===== src/rtl/lcd_field_scheduler_if.sv =====
// Byte stream from the field scheduler to the LCD timing engine.
// A transfer happens on a clock edge where valid and ready are both high.
interface lcd_field_scheduler_if #(
    parameter int DATA_BITS = 8
) ();
    logic                 valid;
    logic                 ready;
    logic                 rs;
    logic [DATA_BITS-1:0] data;

    modport master (output valid, output rs, output data, input ready);
    modport slave  (input valid, input rs, input data, output ready);
endinterface


===== src/rtl/lcd_field_scheduler.sv =====
// Round-robin sharing of the LCD byte port: each granted field becomes one
// set-cursor command followed by three ASCII decimal digits.
module lcd_field_scheduler #(
    parameter int NUM_REQ    = 3,
    parameter int DATA_BITS  = 8,
    parameter bit BLANK_LEAD = 1'b0
) (
    input  logic                           clk,
    input  logic                           reset,
    input  logic [NUM_REQ-1:0]             req,
    input  logic [NUM_REQ*DATA_BITS-1:0]   req_addr,
    input  logic [NUM_REQ*DATA_BITS-1:0]   req_value,
    output logic [NUM_REQ-1:0]             ack,
    output logic                           busy,
    lcd_field_scheduler_if.master          out
);
    localparam int IDX_W = (NUM_REQ > 1) ? $clog2(NUM_REQ) : 1;
    localparam logic [DATA_BITS-1:0] HUNDRED = DATA_BITS'(100);
    localparam logic [DATA_BITS-1:0] TEN     = DATA_BITS'(10);
    localparam logic [DATA_BITS-1:0] ASCII_0 = DATA_BITS'(8'h30);
    localparam logic [DATA_BITS-1:0] SPACE   = DATA_BITS'(8'h20);

    typedef enum logic [2:0] {
        IDLE,
        CONV,
        SEND_CUR,
        SEND_C,
        SEND_D,
        SEND_U
    } state_t;

    state_t state, state_next;

    logic [IDX_W-1:0]     rr_ptr;
    logic [IDX_W-1:0]     idx;
    logic [IDX_W-1:0]     grant_idx;
    logic                 grant_found;
    logic                 grant;
    logic                 xfer;
    logic [DATA_BITS-1:0] addr;
    logic [DATA_BITS-1:0] rem;
    logic [DATA_BITS-1:0] hund;
    logic [DATA_BITS-1:0] tens;
    logic [DATA_BITS-1:0] char_c;
    logic [DATA_BITS-1:0] char_d;
    logic [DATA_BITS-1:0] char_u;
    logic [DATA_BITS-1:0] addr_arr  [NUM_REQ];
    logic [DATA_BITS-1:0] value_arr [NUM_REQ];

    always_comb begin
        for (int i = 0; i < NUM_REQ; i++) begin
            addr_arr[i]  = req_addr[i*DATA_BITS +: DATA_BITS];
            value_arr[i] = req_value[i*DATA_BITS +: DATA_BITS];
        end
    end

    // First requesting channel at or after rr_ptr, wrapping modulo NUM_REQ.
    always_comb begin : arbiter
        int cand;
        cand        = 0;
        grant_found = 1'b0;
        grant_idx   = '0;
        for (int k = 0; k < NUM_REQ; k++) begin
            cand = int'(rr_ptr) + k;
            if (cand >= NUM_REQ) begin
                cand = cand - NUM_REQ;
            end
            if (!grant_found && req[IDX_W'(cand)]) begin
                grant_found = 1'b1;
                grant_idx   = IDX_W'(cand);
            end
        end
    end

    // No grant during the ack cycle, so a requester still holding req high
    // has a chance to see its ack before being re-arbitrated.
    assign grant = (state == IDLE) && grant_found && (ack == '0);
    assign xfer  = out.valid && out.ready;
    assign busy  = (state != IDLE);

    assign char_c = (BLANK_LEAD && hund == '0) ? SPACE : ASCII_0 + hund;
    assign char_d = (BLANK_LEAD && hund == '0 && tens == '0) ? SPACE : ASCII_0 + tens;
    assign char_u = ASCII_0 + rem;

    always_ff @(posedge clk) begin
        if (reset) begin
            state <= IDLE;
        end else begin
            state <= state_next;
        end
    end

    always_comb begin
        state_next = state;
        out.valid  = 1'b0;
        out.rs     = 1'b0;
        out.data   = '0;
        case (state)
            IDLE: begin
                if (grant) begin
                    state_next = CONV;
                end
            end
            CONV: begin
                if (rem < TEN) begin
                    state_next = SEND_CUR;
                end
            end
            SEND_CUR: begin
                out.valid = 1'b1;
                out.data  = addr;
                if (xfer) begin
                    state_next = SEND_C;
                end
            end
            SEND_C: begin
                out.valid = 1'b1;
                out.rs    = 1'b1;
                out.data  = char_c;
                if (xfer) begin
                    state_next = SEND_D;
                end
            end
            SEND_D: begin
                out.valid = 1'b1;
                out.rs    = 1'b1;
                out.data  = char_d;
                if (xfer) begin
                    state_next = SEND_U;
                end
            end
            SEND_U: begin
                out.valid = 1'b1;
                out.rs    = 1'b1;
                out.data  = char_u;
                if (xfer) begin
                    state_next = IDLE;
                end
            end
            default: state_next = IDLE;
        endcase
    end

    // Field capture, one-step-per-cycle decimal conversion (rem ends as units),
    // and the ack pulse / pointer advance after the units byte.
    always_ff @(posedge clk) begin
        if (reset) begin
            rr_ptr <= '0;
            ack    <= '0;
            idx    <= '0;
            addr   <= '0;
            rem    <= '0;
            hund   <= '0;
            tens   <= '0;
        end else begin
            ack <= '0;
            if (grant) begin
                idx  <= grant_idx;
                addr <= addr_arr[grant_idx];
                rem  <= value_arr[grant_idx];
                hund <= '0;
                tens <= '0;
            end
            if (state == CONV) begin
                if (rem >= HUNDRED) begin
                    rem  <= rem - HUNDRED;
                    hund <= hund + 1'b1;
                end else if (rem >= TEN) begin
                    rem  <= rem - TEN;
                    tens <= tens + 1'b1;
                end
            end
            if (state == SEND_U && xfer) begin
                ack[idx] <= 1'b1;
                if (int'(idx) == NUM_REQ - 1) begin
                    rr_ptr <= '0;
                end else begin
                    rr_ptr <= idx + 1'b1;
                end
            end
        end
    end
endmodule


===== src/flat_wrapper.sv =====
// flat-port wrapper written by rule: the top's interface ports become plain ports
module lcd_field_scheduler_flat 
#(
    parameter int NUM_REQ    = 3,
    parameter int DATA_BITS  = 8,
    parameter bit BLANK_LEAD = 1'b0
)
  (clk, reset, req, req_addr, req_value, ack, busy, out_valid, out_rs, out_data, out_ready);
  lcd_field_scheduler_if #(.DATA_BITS(DATA_BITS)) out_i ();
  input  logic clk;
  input  logic reset;
  input  logic [NUM_REQ-1:0] req;
  input  logic [NUM_REQ*DATA_BITS-1:0] req_addr;
  input  logic [NUM_REQ*DATA_BITS-1:0] req_value;
  output logic [NUM_REQ-1:0] ack;
  output logic busy;
  output wire logic [$bits(out_i.valid)-1:0] out_valid;
  output wire logic [$bits(out_i.rs)-1:0] out_rs;
  output wire logic [$bits(out_i.data)-1:0] out_data;
  input wire logic [$bits(out_i.ready)-1:0] out_ready;
  assign out_valid = out_i.valid;
  assign out_rs = out_i.rs;
  assign out_data = out_i.data;
  assign out_i.ready = out_ready;
  lcd_field_scheduler #(.NUM_REQ(NUM_REQ), .DATA_BITS(DATA_BITS), .BLANK_LEAD(BLANK_LEAD)) u_core (.clk(clk), .reset(reset), .req(req), .req_addr(req_addr), .req_value(req_value), .ack(ack), .busy(busy), .out(out_i));
endmodule

===== config.mk =====
export PLATFORM = sky130hd
export DESIGN_NAME = lcd_field_scheduler_flat
export DESIGN_NICKNAME = d
export VERILOG_FILES = /design/src/rtl/lcd_field_scheduler_if.sv /design/src/rtl/lcd_field_scheduler.sv /design/src/flat_wrapper.sv
export SDC_FILE = /design/constraint.sdc
export NUM_CORES = 1
export LEC_CHECK = 0
export CAP_MARGIN = 40
export CORE_ASPECT_RATIO = 0.5
export CORE_MARGIN = 5
export CORE_UTILIZATION = 58
export CTS_CLUSTER_DIAMETER = 40
export DETAILED_ROUTE_END_ITERATION = 10
export DONT_BUFFER_PORTS = 1
export HOLD_SLACK_MARGIN = 0.05
export PLACE_DENSITY_LB_ADDON = 0.12
export SYNTH_ARGS = -nofsm -noshare
export SYNTH_HDL_FRONTEND = slang
export SYNTH_SLANG_ARGS = --single-unit

===== constraint.sdc =====
create_clock -name clk -period 2.1 [get_ports clk]
set_input_delay 0.105 -clock clk [delete_from_list [all_inputs] [get_ports clk]]
set_output_delay 0.105 -clock clk [all_outputs]
set_load 0.01 [all_outputs]

==> flow_summary_export.csv <==
group,metric,value,unit
logic_synthesis,synthesis.nets,470,
worst_setup_path,path_cells,"inv_4, ha_4, mux2i_4, o21ai_2, o31ai_4, buf_6, a31oi_1, a221o_1, o21ai_1",
place,place_congestion,0.958,
floorplanning,dieArea,7380,µm²
power_and_ir_drop,p_leak,1.74,nW
sta,setup-tns-final,-1330,ps
power_and_ir_drop,swShare,41.9,%
logic_synthesis,synthesis.area,3290,µm²
sta,fin_ws,-183,ps
floorplanning,die_h,63.3,µm
drt,ant_nets,0,
sta,period_minus_slack,2280,ps
sta,finalClockSkew,8.28,ps
power_and_ir_drop,power.density,1090,nW/µm²
worst_setup_path,start_kind,"flip-flop",
layout,postLayoutCellArea,4690,µm²
worst_setup_path,arrival,2490,ps
layout,fin_nets,536,
sta,maxSlewViolCount,0,
grt,grt_pass1_vias,3442,
worst_setup_path,worst-path-max-fanout,8,
floorplanning,dieWidth,117,µm
worst_setup_path,r2r-end,"u_core.rem[7]",
drt,wire_per_inst,23.9,µm
grt,grt_overflow_total,0,
power_and_ir_drop,combinationalPowerShare,57.4,%
layout,layout_commonest_cell,"buf_4",
cts,cts_buffers,5,
logic_synthesis,yosys_most_used_dff,"dfxtp_1",
sta,relSlewSlack,64.4,%
cts,cts.path.max_buffers,2,
job,cap_viol_max_count,0,
grt,antenna_found_initial,0,
logic_synthesis,ys_ff_latch,42,
drt,highest_layer,"met4",
drt,firstDrtPassIters,5,
cts,cts-root-buf,"clkbuf_16",
cts,clock_latency,290,ps
worst_hold_path,hp-class,"input port to flip-flop",
place,dp.cells,507,
sta,finalCritPeriodShare,109,%
floorplanning,start_util,60.0,%
logic_synthesis,synth_cells,403,
drt,dr_wl_met3,1260,µm
layout,area_growth_syn_to_layout,42.6,%
drt,drt_iter0_markers,377,
power_and_ir_drop,seq_power_share,22.6,%
worst_setup_path,cp_slowest_cell,"a221o_1",
power_and_ir_drop,power.internal,2.98,mW
cts,cts.clk_slew.worst_paths,70,ps
power_and_ir_drop,netSwitchingPower,2.15,mW
floorplanning,ioPinCount,68,
worst_hold_path,holdPathEnd,"u_core.rem[4]",
place,dpl.hpwl,7610,µm
worst_setup_path,reg2reg_depth,9,
logic_synthesis,yosysWarnings,0,
floorplanning,rows,19,
drt,wl_met1,4830,µm
drt,totalWireLength,13000,µm
worst_hold_path,min_path_cells,3,
place,numPortBuffers,0,
logic_synthesis,synth_cell_type_count,70,
worst_setup_path,end_kind,"flip-flop",
logic_synthesis,synth.avg_cell_area,8.17,µm²
logic_synthesis,ys_async_sr_fraction,0,%
grt,grt_max_degree,32,
drt,drc,0,
layout,final_cell_count_no_fill,544,
drt,met2_length,5980,µm
layout,nFillCells,277,
power_and_ir_drop,p_clk_share,20.0,%
place,placed_area,3730,µm²
drt,vias_per_cell,7.05,
drt,vias,3837,
floorplanning,placeableCoreArea,5490,µm²
sta,tightestPinTransition,532,ps
worst_setup_path,reg2reg_setup_slack,-180,ps
status,failed_checks,"negative setup slack",
sta,hold_viol,0,
worst_setup_path,r2r_start,"u_core.rr_ptr[0]",
worst_setup_path,cp.required,2300,ps
layout,layout_common_cells,"buf_4 (57), dfxtp_1 (36), nor2_1 (34)",
sta,rsz0062_at_grt,"true",
layout,postLayoutCoreUtil,85.5,%
worst_hold_path,hold_start,"reset",
power_and_ir_drop,peakVddDrop,0.769,mV
sta,fmax,0.438,GHz
logic_synthesis,synth_edf_count,0,
cts,cts.sinks,42,
sta,setup-violations-final,18,
cts,cts_tree,"done",
grt,track_usage,31.0,%
worst_setup_path,crit_type,"flip-flop to flip-flop",
layout,drive_gt1_share,37.2,%
status,status,"finished with violations",
logic_synthesis,ys_seq_area_share,25.5,%
grt,grt_pass1_wl,17800,µm
power_and_ir_drop,total_power,5.13,mW
cts,cts_max_level,2,
worst_setup_path,max_stage_delay,390,ps
## cell type report
cell class | instances | area [µm²] | share of cell area [%]
flip-flops and latches | 42 | 858 | 18.3
diodes | 1 | 2.50 | 0.0533
clock buffers | 5 | 125 | 2.67
clock inverters | 3 | 68.8 | 1.47
well taps | 73 | 91.3 | 1.95
inverters | 9 | 41.3 | 0.880
repair buffers | 91 | 810 | 17.2
multi-input cells | 320 | 2700 | 57.5
## registers in the layout, indices dropped and copies added, names as in the netlist
| name | cells |
|---|---|
| u_core.addr | 8 |
| u_core.hund | 8 |
| u_core.rem | 8 |
| u_core.tens | 8 |
| u_core.ack | 3 |
| u_core.state | 3 |
| u_core.idx | 2 |
| u_core.rr_ptr | 2 |
## layer usage
layer | track usage, % | vias up
met5 | 0 | -
met4 | 13.3 | 0
met2 | 51.6 | 270
met1 | 36.9 | 1827
li1 | - | 1644
met3 | 9.56 | 96
## worst max path at each step
| stage | slack, ps | start | end |
|---|---|---|---|
| floorplan | -30 | u_core.rr_ptr[1] | u_core.addr[4] |
| global placement | -130 | u_core.rr_ptr[0] | u_core.rem[2] |
| detailed placement | -240 | u_core.rr_ptr[0] | u_core.addr[3] |
| CTS | -50 | u_core.rr_ptr[1] | u_core.rem[2] |
| global route | -250 | u_core.rr_ptr[0] | u_core.rem[7] |
| finish | -180 | u_core.rr_ptr[0] | u_core.rem[7] |
## cell usage after synthesis, types with 5 or more instances
library cell	n	share of area [%]
dfxtp_1	42	26
nor2_1	37	4.2
nand2_1	24	2.7
a21oi_1	22	3.3
a211oi_1	21	4.8
nor3b_1	20	4.6
nand3b_1	14	3.2
clkbuf_1	13	1.5
ha_1	13	4.9
o31ai_1	13	3.0
mux2i_1	12	3.6
buf_2	11	1.7
nand2b_1	11	2.1
inv_1	9	1.0
nand3_1	8	1.2
o21ai_0	8	1.2
a311oi_1	7	1.9
and3_1	7	1.3
nor2b_1	7	1.3
xor2_1	7	1.9
buf_4	5	1.1
nor3_1	5	0.76
## power groups by stage
| stage | Sequential, mW | Clock, mW | Combinational [mW] |
|---|---|---|---|
| floorplan | 1.06 | 0 | 1.53 |
| global placement | 1.14 | 0 | 2.20 |
| detailed placement | 1.14 | 0 | 2.27 |
| CTS | 1.13 | 1.02 | 2.58 |
| global route | 1.17 | 1.07 | 3.11 |
| finish | 1.16 | 1.02 | 2.95 |
## through the flow
step	setup WS, ps	hold slack, ps
3_5_place_dp	-245	178
5_1_grt	-247	57.0
6_report	-183	34.5
3_3_place_gp	-128	175
4_1_cts	-46.9	51.1
2_1_floorplan	-25.8	289
## logic make-up after synthesis
logic type	synth area share (%)
xor+xnor	2.66
mux	6.12
simple gates	27.4
flops	25.5
fa+ha+maj	4.94
compound gates	27.2
buf+inv	6.12
## worst max-delay path: cells and delay by family (launching register included)
kind / cells / cell delay, ps
adder cells (fa/ha/maj): 1 / 240
AO/OA/AOI/OAI: 5 / 1000
multiplexers: 1 / 310
flip-flops: 1 / 370
buffers and inverters: 2 / 250
## what timing repair did
item,CTS,global route
gates resized for setup,74,45
pin swaps,24,21
hold buffers,13,1
cloned,1,0
endpoints found under the setup margin,36,36
setup buffers,5,8
endpoints found under the hold margin,33,1
Note: power is estimated with default switching activity, not from simulation.
